$ cat config.mk
export PLATFORM = sky130hd
export DESIGN_NAME = out_port_fifo
export DESIGN_NICKNAME = d
export VERILOG_FILES = /design/src/rtl/out_port_fifo.sv
export SDC_FILE = /design/constraint.sdc
export NUM_CORES = 1
export LEC_CHECK = 0
export BUFFER_PORTS_ARGS = -buffer_cell sky130_fd_sc_hd__buf_2
export CAP_MARGIN = 20
export CORE_ASPECT_RATIO = 0.75
export CORE_MARGIN = 3
export CORE_UTILIZATION = 60
export DETAILED_ROUTE_END_ITERATION = 8
export PLACE_DENSITY = 0.8
export SLEW_MARGIN = 40
export SYNTH_ARGS = -nofsm -noshare
export SYNTH_HDL_FRONTEND = slang
export SYNTH_SLANG_ARGS = --single-unit
$ cat constraint.sdc
create_clock -name clk -period 3.9 [get_ports clk]
set_clock_uncertainty 0.15 [all_clocks]
set_input_delay 0 -clock clk [delete_from_list [all_inputs] [get_ports clk]]
set_output_delay 0 -clock clk [all_outputs]
set_load 0.02 [all_outputs]
$ cat src/rtl/out_port_fifo.sv
// Output FIFO behind the processor Out_Port: captures OUT writes and drains them over valid/ready.
// Optional macro OUT_PORT_FIFO_DROP_CNT_EN adds a saturating 8-bit count of dropped writes.
module out_port_fifo #(
    parameter  int DATA_W = 16,
    parameter  int DEPTH  = 8,
    localparam int AW     = $clog2(DEPTH)
) (
    input  logic              clk,
    input  logic              reset,
    input  logic              out_wr,
    input  logic [DATA_W-1:0] out_data,
    output logic              dev_valid,
    output logic [DATA_W-1:0] dev_data,
    input  logic              dev_ready,
    output logic              full,
    output logic              empty,
    output logic [AW:0]       count,
    output logic              overflow,
    input  logic              clr_ovf
`ifdef OUT_PORT_FIFO_DROP_CNT_EN
    ,
    output logic [7:0]        drop_cnt
`endif
);

    localparam int CW = AW + 1;

    logic [DATA_W-1:0] mem [DEPTH];
    logic [AW-1:0]     wr_ptr;
    logic [AW-1:0]     rd_ptr;
    logic [AW-1:0]     rd_ptr_nxt;
    logic [AW:0]       count_nxt;
    logic [DATA_W-1:0] head_nxt;
    logic              pop;
    logic              push;
    logic              drop;

    assign full  = (count == CW'(DEPTH));
    assign empty = (count == '0);

    // NOTE: every variable gets a default at the top of always_comb so no path leaves it unassigned (no latch).
    always_comb begin
        pop        = dev_valid & dev_ready;
        push       = out_wr & (~full | pop);
        drop       = out_wr & full & ~pop;
        rd_ptr_nxt = rd_ptr + AW'(pop);
        count_nxt  = count + CW'(push) - CW'(pop);
        head_nxt   = dev_data;
        // The next head is either already stored, or is the word being written into a FIFO that empties now.
        if (count_nxt != '0) begin
            if (push && (count == CW'(pop)))
                head_nxt = out_data;
            else
                head_nxt = mem[rd_ptr_nxt];
        end
    end

    // NOTE: the storage array has no reset; valid entries are tracked by the pointers and count alone.
    always_ff @(posedge clk) begin
        if (push)
            mem[wr_ptr] <= out_data;
    end

    // NOTE: sequential state uses non-blocking assignments so all flops see pre-edge values.
    always_ff @(posedge clk or negedge reset) begin
        if (!reset) begin
            wr_ptr    <= '0;
            rd_ptr    <= '0;
            count     <= '0;
            dev_valid <= 1'b0;
            dev_data  <= '0;
            overflow  <= 1'b0;
        end else begin
            if (push)
                wr_ptr <= wr_ptr + AW'(1);
            rd_ptr    <= rd_ptr_nxt;
            count     <= count_nxt;
            dev_valid <= (count_nxt != '0);
            dev_data  <= head_nxt;
            if (drop)
                overflow <= 1'b1;
            else if (clr_ovf)
                overflow <= 1'b0;
        end
    end

`ifdef OUT_PORT_FIFO_DROP_CNT_EN
    // A drop coinciding with a clear restarts the count at one rather than losing the new event.
    always_ff @(posedge clk or negedge reset) begin
        if (!reset) begin
            drop_cnt <= 8'h00;
        end else if (drop) begin
            if (clr_ovf)
                drop_cnt <= 8'h01;
            else if (drop_cnt != 8'hFF)
                drop_cnt <= drop_cnt + 8'h01;
        end else if (clr_ovf) begin
            drop_cnt <= 8'h00;
        end
    end
`endif

endmodule

==> reports/qor.txt, run 1 <==
part of the Yosys area used for sequential elements -> 0.692
Hold Violations, Final -> 11
drc violations -> 0
First DRT Iteration DRCs -> 461
GRT overflow -> 0
initial core utilization -> 0.626
PwrDens -> 868 nW/um^2
Skew-Pair Late Insertion Delay -> 0.42 ns
Worst Hold Margin -> -0.0133 ns
CP top delay family -> simple AND/OR/NAND/NOR gates
Max IR drop VDD -> 449 uV
r2r endpoint -> dev_data[14]$_DFFE_PN0P_
Routed WL -> 13,700 microns
Via Count -> 3,979
Reg2Reg Depth -> 11
worst hold-check path type -> input pin to async pin
post-route ant nets -> 0
most common cell in the synthesized netlist -> edfxtp_1
vias in the first global route -> 4,001
max_cap viols -> 0
dpl ws -> 0.197 ns
largest net degree at the start of global routing -> 43
Yosys top cell area share -> 0.585
cell taking the most area after synthesis -> edfxtp_1
FP Rows -> 32
met2 usage -> 0.367
drt wl/cell -> 21.4 microns
design area -> 7840 sq um
Core Box Area -> 10,500 sq um
#FFs+latches synth -> 156
FF-to-FF Start -> count[2]$_DFF_PN0_
Final #Nets -> 522
element type at the critical path start -> flip-flop
Horiz. Die Dim -> 127 microns
crit-path cells -> inv_1, ha_1, nand2_1, inv_1, o21ai_0, ha_1, fa_1, nor3b_1, nand4b_1, nand4_1, o211ai_2
first-pass GRT wire length -> 21,900 microns
Synth Instances -> 416
CP endpoint kind -> flip-flop
met1 global-route usage -> 0.331
final setup margin -> 0.371 ns
Leakage -> 2.89 nW
failing checks -> hold timing
Worst-Margin Slew -> 0.765 ns
Post-DP HPWL -> 8580 microns
Syn Nets -> 446
syn_area_per_cell -> 15.8 sq um
initial antenna violation count -> 0
CTS clock-pin slew for the worst setup and hold paths -> 0.06 ns
total negative slack -> 0 ns
Max Slew Vio Count -> 0
CTS buffer count -> 17
GR peak layer -> met2
Primary FF master, synth -> edfxtp_1
max incr delay on CP -> 0.66 ns
Async SR Flop Fraction -> 0.179
IO Count -> 45
DR pass1 iterations -> 5
share of cells above drive strength 1 -> 0.253
total power -> 0.00680 W
count of warnings emitted by yosys -> 0
crit-path max FO -> 15
antenna cells -> 0
port buffer count -> 44
Finish-stage setup viols -> 0
WS Path Type -> flip-flop to flip-flop
routability cong. -> 0.794
commonest cells in the netlist -> edfxtp_1, mux2i_1, a2111oi_0, nor2b_1, dfrtp_1
Worst path slowest cell -> nand4b_1
die height -> 96.6 microns
CP arrival -> 3.65 ns
Worst Path Buf+Inv -> 2
Req. time, crit path -> 4.02 ns
Placed Area -> 7020 sq um
Syn Std Cell Area -> 6570 sq um
status -> complete, but fails checks
CTS tree -> done
Worst Setup SP -> count[2]$_DFF_PN0_
largest cells by area after synthesis -> edfxtp_1, dfrtp_1, mux2i_1
CTS Root Cell -> clkbuf_16
clk buf depth -> 2
Area Growth Syn to Fin -> 19.2%
library cells used by synthesis -> 37
setup slack, reg-to-reg -> 0.37 ns
Die Area -> 12,300 sq um
EDFF count, synth -> 128
Layout Cells excl Fill -> 641
CTS Sinks -> 156
vias per cell -> 6.21
normalized max-slew margin -> 0.488
RSZ-0062 raised after global routing -> no
grt met3 use -> 0.0546
placed insts -> 588
total track usage -> 0.234
H-tree Lvls -> 4
Tmin final -> 3.53 ns
FMAX -> 0.283 GHz
crit share post-route -> 0.905
logic make-up (layout without fill, tap and decap cells):
family / Yosys count / in the layout / share of synthesized area
flip-flops: 156 / 156 / 0.692
AO/OA/AOI/OAI: 83 / 83 / 0.106
AND/OR/NAND/NOR: 75 / 75 / 0.0659
multiplexers: 53 / 53 / 0.0859
buffers and inverters: 35 / 124 / 0.0244
adder cells (fa/ha/maj): 9 / 9 / 0.0183
XOR/XNOR: 5 / 5 / 0.00781
state kept, by name (all words and copies together), names as in the netlist:
| name | flops |
|---|---|
| dev_valid | 1 |
| overflow | 1 |
| rd_ptr | 3 |
| wr_ptr | 3 |
| dev_data | 16 |
| count | 4 |
| mem | 128 |
metrics by stage:
step / hold slack (ns) / utilization
after floorplan: -0.446 / -
after global placement: -0.0943 / 0.669
after detailed placement: -0.0890 / 0.669
after CTS: 0.00560 / 0.747
after global routing: 0.0602 / 0.747
final: -0.0133 / 0.747
layer usage:
metal  vias up  wire length [microns]
li1       1807                      -
met1      1992                   5900
met5         -                      0
met2       157                   6780
met4         0                    183
met3        23                    847
what timing repair did:
action                                  CTS  global route
endpoints found under the setup margin    0            15
endpoints found under the hold margin   176             0
gates resized for setup                   0             1
hold buffers                             21             0
setup buffers                             0             0
worst reg2reg max path, delay by kind of cell (launching register included):
family | cells | cell delay [ns]
and+or+nand+nor | 4 | 1.51
DFF | 1 | 0.34
adders and majority gates | 3 | 0.92
buffers and inverters | 2 | 0.14
AOI/OAI and AO/OA | 2 | 0.33
where the power goes:
part / internal, W / switching (W) / total [W]
combinational: 0.00116 / 0.00161 / 0.00277
sequential: 0.00218 / 0.000175 / 0.00236
clock: 0.00106 / 0.000616 / 0.00168
how the worst max path moves through the flow:
stage                                to  slack (ns)  cells past startpoint
6_report       dev_data[14]$_DFFE_PN0P_        0.37                     11
5_1_grt        dev_data[15]$_DFFE_PN0P_        0.14                     11
3_3_place_gp   dev_data[15]$_DFFE_PN0P_        0.45                     11
3_5_place_dp    dev_data[9]$_DFFE_PN0P_        0.20                     11
2_1_floorplan   dev_data[0]$_DFFE_PN0P_        0.66                     14
4_1_cts        dev_data[15]$_DFFE_PN0P_        0.22                     11
cells in the final DEF (no fill, tap or decap), drive strengths merged, types with 4 or more instances in the layout:
cell type,Yosys,final
buf,7,63
bufinv,0,4
mux2i,35,35
nand2b,4,4
nand2,8,8
clkbuf,20,18
mux2,17,17
o211ai,15,15
ha,8,8
nor2,8,8
edfxtp,128,128
nor2b,30,30
o21ai,16,16
clkinv,0,7
nand4,15,15
inv,8,9
dlygate4sd3,0,21
a211o,17,17
dfrtp,28,28
a2111oi,30,30
area by class of cell:
class,instances,area [sq um]
Clock buffer,18,429
Clock inverter,14,175
Fill cell,622,2660
Inverter,8,30.0
Multi-Input combinational cell,225,1900
Sequential cell,156,4540
Tap cell,136,170
Timing Repair Buffer,84,586
Note: power is estimated with default switching activity, not from simulation.
==> inputs of run 2 (changes only) <==
Clock period 3.9 ns to 3.8 ns, I/O delays scaled along.
==> run 2 against run 1 <==
  * The flow now finishes without violations
  * Highest routed layer unchanged
  * Global-route usage increased by 0.81 points
  * Utilization grew 0.85 points
  * Largest power group unchanged
  * Design area is 1.1% higher
  * Critical path depth stayed put
==> reports/qor.txt, run 2 (same netlist as run 1, synthesis figures left out) <==
max_cap viols -> 0
origin of the worst min-delay path -> out_data[1]
Skew-Pair Late Insertion Delay -> 0.43 ns
WS Path Type -> flip-flop to flip-flop
total negative slack -> 0 ns
WP depth -> 11
Post-DP HPWL -> 8670 microns
Final #Nets -> 525
max reg flops -> 128
drt wl/cell -> 21.9 microns
crit-path max FO -> 15
Final Util -> 0.755
RSZ-0062 raised after global routing -> no
max incr delay on CP -> 0.67 ns
Routed WL -> 14,100 microns
Finish-stage setup viols -> 0
crit share post-route -> 0.929
CTS buffer count -> 17
IO Count -> 45
worst hold-check path type -> input pin to flip-flop
status -> completed
Max Slew Vio Count -> 0
PwrDens -> 898 nW/um^2
setup slack, reg-to-reg -> 0.27 ns
CTS Root Cell -> clkbuf_16
crit-path cells -> inv_1, ha_1, nand2_1, inv_1, o21ai_0, ha_1, fa_1, nor3b_1, nand4b_1, nand4_1, o211ai_2
CP endpoint kind -> flip-flop
Hold Crit Depth -> 2
Tmin final -> 3.53 ns
DR pass1 iterations -> 5
initial core utilization -> 0.626
drc violations -> 0
die height -> 96.6 microns
Worst path slowest cell -> nand4b_1
FF-to-FF Start -> count[2]$_DFF_PN0_
Seq. cell area -> 4540 sq um
CTS clock-pin slew for the worst setup and hold paths -> 0.06 ns
CP top delay family -> simple AND/OR/NAND/NOR gates
Reg2Reg Depth -> 11
port buffer count -> 44
post-route ant nets -> 0
first-pass GRT wire length -> 22,100 microns
largest net degree at the start of global routing -> 45
Hold Violations, Final -> 0
clk buf depth -> 2
Worst Path Buf+Inv -> 2
FMAX -> 0.283 GHz
Area Growth Syn to Fin -> 20.6%
most frequent cells in the layout -> edfxtp_1, buf_2, mux2i_1
Die Area -> 12,300 sq um
area occupied by multi-input gates -> 1900 sq um
H-tree Lvls -> 4
Layout fillers -> 612
Max IR drop VDD -> 562 uV
Leakage -> 2.94 nW
hold path endpoint -> mem[7][1]$_DFFE_PP_
normalized max-slew margin -> 0.471
final setup margin -> 0.269 ns
routability cong. -> 0.844
CP arrival -> 3.67 ns
dpl ws -> 0.381 ns
FP Rows -> 32
CTS Sinks -> 156
antenna cells -> 0
commonest non-fill, non-tap cell in the layout -> edfxtp_1
share of cells above drive strength 1 -> 0.258
Horiz. Die Dim -> 127 microns
initial antenna violation count -> 0
vias per cell -> 6.20
post-CTS sizing -> 0
Largest regs -> mem x128, dev_data x16, count x4
total track usage -> 0.242
GRT overflow -> 0
Biggest register -> mem
Req. time, crit path -> 3.94 ns
element type at the critical path start -> flip-flop
CTS tree -> done
First DRT Iteration DRCs -> 446
r2r endpoint -> dev_data[13]$_DFFE_PN0P_
vias in the first global route -> 3,916
Worst-Margin Slew -> 0.790 ns
Core Box Area -> 10,500 sq um
Via Count -> 3,993
run 2: changes by cell type in the layout (fill, tap and decap cells not counted), sizes merged:
cell and delta:
clkbuf +5, inv +2, bufinv -2, dlygate4sd3 +1, clkinv -4, clkinvlp -1, buf +2
run 2: area by class of cell:
type	count	area share
inverters	8	0.00379
clock buffers	23	0.0685
flip-flops and latches	156	0.574
well taps	136	0.0215
multi-input cells	225	0.239
clock inverters	9	0.0147
repair buffers	87	0.0786
run 2: worst register-to-register path: stages, from the launching register on:
cell and delay, ns:
dfrtp_1 0.37, inv_1 0.12, ha_1 0.22, nand2_1 0.08
inv_1 0.10, o21ai_0 0.10, ha_1 0.22, fa_1 0.48
nor3b_1 0.29, nand4b_1 0.67, nand4_1 0.44, o211ai_2 0.14
run 2: how the worst max path moves through the flow:
stage	from	slack, ns	endpoint
floorplan	count[2]$_DFF_PN0_	0.56	dev_data[0]$_DFFE_PN0P_
global placement	count[2]$_DFF_PN0_	0.58	dev_data[12]$_DFFE_PN0P_
detailed placement	count[2]$_DFF_PN0_	0.38	dev_data[13]$_DFFE_PN0P_
CTS	count[2]$_DFF_PN0_	0.35	dev_data[13]$_DFFE_PN0P_
global route	count[2]$_DFF_PN0_	0.16	dev_data[13]$_DFFE_PN0P_
finish	count[2]$_DFF_PN0_	0.27	dev_data[13]$_DFFE_PN0P_
run 2: metal layers:
| layer | share of wire | vias up | track usage | wire [microns] |
|---|---|---|---|---|
| li1 | - | 1811 | - | - |
| met1 | 0.43 | 1993 | 0.334 | 6040 |
| met2 | 0.48 | 150 | 0.364 | 6690 |
| met3 | 0.066 | 39 | 0.0684 | 932 |
| met4 | 0.029 | 0 | 0.106 | 415 |
| met5 | 0 | - | 0 | 0 |
run 2: power breakdown:
group	total [W]	switching [W]	internal, W
sequential	0.00242	0.000180	0.00224
clock	0.00182	0.000672	0.00115
combinational	0.00288	0.00168	0.00119
run 2: timing repair:
action | CTS | global route
endpoints found under the hold margin | 178 | 0
hold buffers | 23 | 0
setup buffers | 0 | 0
run 2: metrics by stage:
stage	area (sq um)	total power (W)	std cells	hold WS (ns)
floorplan	6570	0.00445	416	-0.446
global placement	7020	0.00514	589	-0.105
detailed placement	7020	0.00526	589	-0.103
CTS	7920	0.00713	644	0.235
global route	7920	0.00748	644	0.272
finish	7920	0.00712	644	0.244
==> inputs of run 3 (changes only) <==
Settings changed: CELL_PAD_IN_SITES_DETAIL_PLACEMENT set to 0, CELL_PAD_IN_SITES_GLOBAL_PLACEMENT set to 2, CORE_UTILIZATION 60 to 44.
==> run 3 against run 2 <==
  * Design area increased by 0.84%
  * Clock power grew 4%
  * Register-to-register slack improved by 0.08 ns
  * Sequential power about the same
  * Non-clock buffer count down 1
  * Flip-flop and latch count stayed put
  * Hold slack lost 0.23 ns
  * Global-route usage fell by 6.2 points
  * Cell count is 9.8% higher
  * Critical endpoint is now dev_data[7]$_DFFE_PN0P_
  * Largest cell class unchanged
==> reports/qor.txt, run 3 (same netlist as run 1, synthesis figures left out) <==
status -> completed
routability cong. -> 0.814
Tmin final -> 3.45 ns
Horiz. Die Dim -> 147 microns
total track usage -> 0.181
max_cap viols -> 0
CTS tree -> done
first-pass GRT wire length -> 22,400 microns
Routed WL -> 14,300 microns
die height -> 112 microns
crit-path max FO -> 15
final setup margin -> 0.351 ns
setup slack, reg-to-reg -> 0.35 ns
total negative slack -> 0 ns
commonest non-fill, non-tap cell in the layout -> edfxtp_1
post-route ant nets -> 0
WS Path Type -> flip-flop to flip-flop
Final #Nets -> 524
IO Count -> 45
CTS Sinks -> 156
Max Slew Vio Count -> 0
max reg flops -> 128
FP Rows -> 38
Via Count -> 3,827
Worst-Margin Slew -> 0.793 ns
Finish-stage setup viols -> 0
Die Area -> 16,500 sq um
CTS buffer count -> 17
share of cells above drive strength 1 -> 0.252
Area Growth Syn to Fin -> 21.6%
drc violations -> 0
Req. time, crit path -> 3.90 ns
initial core utilization -> 0.452
crit share post-route -> 0.908
r2r endpoint -> dev_data[7]$_DFFE_PN0P_
highest routed layer -> met4
number of setup buffers added after CTS -> 0
H-tree Lvls -> 4
element type at the critical path start -> flip-flop
CTS Root Cell -> clkbuf_16
GRT overflow -> 0
CP endpoint kind -> flip-flop
Core Box Area -> 14,500 sq um
port buffer count -> 44
Max IR drop VDD -> 490 uV
Met1 Wirelength -> 6790 microns
FMAX -> 0.290 GHz
CP arrival -> 3.55 ns
Met2 Routed Length -> 6870 microns
Post-DP HPWL -> 9050 microns
Biggest register -> mem
worst hold-check path type -> input pin to async pin
Layout fillers -> 1,192
antenna cells -> 0
vias in the first global route -> 3,912
PwrDens -> 896 nW/um^2
DR pass1 iterations -> 4
Reg2Reg Depth -> 11
clk buf depth -> 2
met3 WL -> 537 microns
Skew-Pair Late Insertion Delay -> 0.41 ns
dpl ws -> 0.391 ns
drt wl/cell -> 20.2 microns
vias per cell -> 5.41
FF-to-FF Start -> count[2]$_DFF_PN0_
most frequent cells in the layout -> edfxtp_1, buf_2, mux2i_1
Largest regs -> mem x128, dev_data x16, count x4
RSZ-0062 raised after global routing -> no
CTS clock-pin slew for the worst setup and hold paths -> 0.06 ns
normalized max-slew margin -> 0.471
initial antenna violation count -> 0
Hold Violations, Final -> 0
Final Util -> 0.549
largest net degree at the start of global routing -> 47
First DRT Iteration DRCs -> 233
Leakage -> 2.92 nW
run 3: cell type report:
cell class,instances,area (sq um),share of cell area
inverter,8,30.0,0.00376
clock buffer,22,454,0.0568
timing repair buffer,86,601,0.0752
multi-input combinational,225,1900,0.237
sequential,156,4540,0.569
tap,200,250,0.0313
clock inverter,10,214,0.0268
run 3: critical path: stages (launching register included):
cell	delay, ns
dfrtp_1	0.38
inv_1	0.12
ha_1	0.18
nand2_1	0.07
inv_1	0.11
o21ai_0	0.11
ha_1	0.22
fa_1	0.49
or3_1	0.40
a211oi_2	0.19
or3_1	0.67
o211ai_1	0.20
run 3: how the worst max path moves through the flow:
stage / start / to / slack (ns) / cells after the start
floorplan: count[2]$_DFF_PN0_ / dev_data[0]$_DFFE_PN0P_ / 0.56 / 14
global placement: count[2]$_DFF_PN0_ / dev_data[9]$_DFFE_PN0P_ / 0.56 / 11
detailed placement: count[2]$_DFF_PN0_ / dev_data[15]$_DFFE_PN0P_ / 0.39 / 11
CTS: count[2]$_DFF_PN0_ / dev_data[7]$_DFFE_PN0P_ / 0.37 / 11
global route: count[2]$_DFF_PN0_ / dev_data[9]$_DFFE_PN0P_ / 0.12 / 11
finish: count[2]$_DFF_PN0_ / dev_data[7]$_DFFE_PN0P_ / 0.35 / 11
run 3: layer usage:
metal	track usage	vias to the layer above
met5	0	-
met4	0.0590	0
met3	0.0338	8
met2	0.288	81
met1	0.254	1932
li1	-	1806
run 3: power breakdown:
part / total (W) / switching (W) / leakage, nW / internal (W)
Clock: 0.00189 / 0.000640 / 0.319 / 0.00125
Combinational: 0.00285 / 0.00167 / 1.12 / 0.00119
Sequential: 0.00241 / 0.000172 / 1.49 / 0.00224
Total: 0.00716 / 0.00248 / 2.92 / 0.00468
run 3: through the flow:
step                      hold WS [ns]  cell area [sq um]  power [W]  cells
after global routing            0.0836               7990    0.00754    707
final                           0.0144               7990    0.00716    707
after global placement         -0.0789               7110    0.00523    654
after floorplan                 -0.446               6570    0.00445    416
after detailed placement       -0.0599               7110    0.00530    654
after CTS                       0.0272               7990    0.00722    707
run 3: what timing repair did:
action / 4_1_cts / 5_1_grt
hold endpoints to repair: 177 / 0
gates resized for setup: 0 / 0
hold buffers: 21 / 0
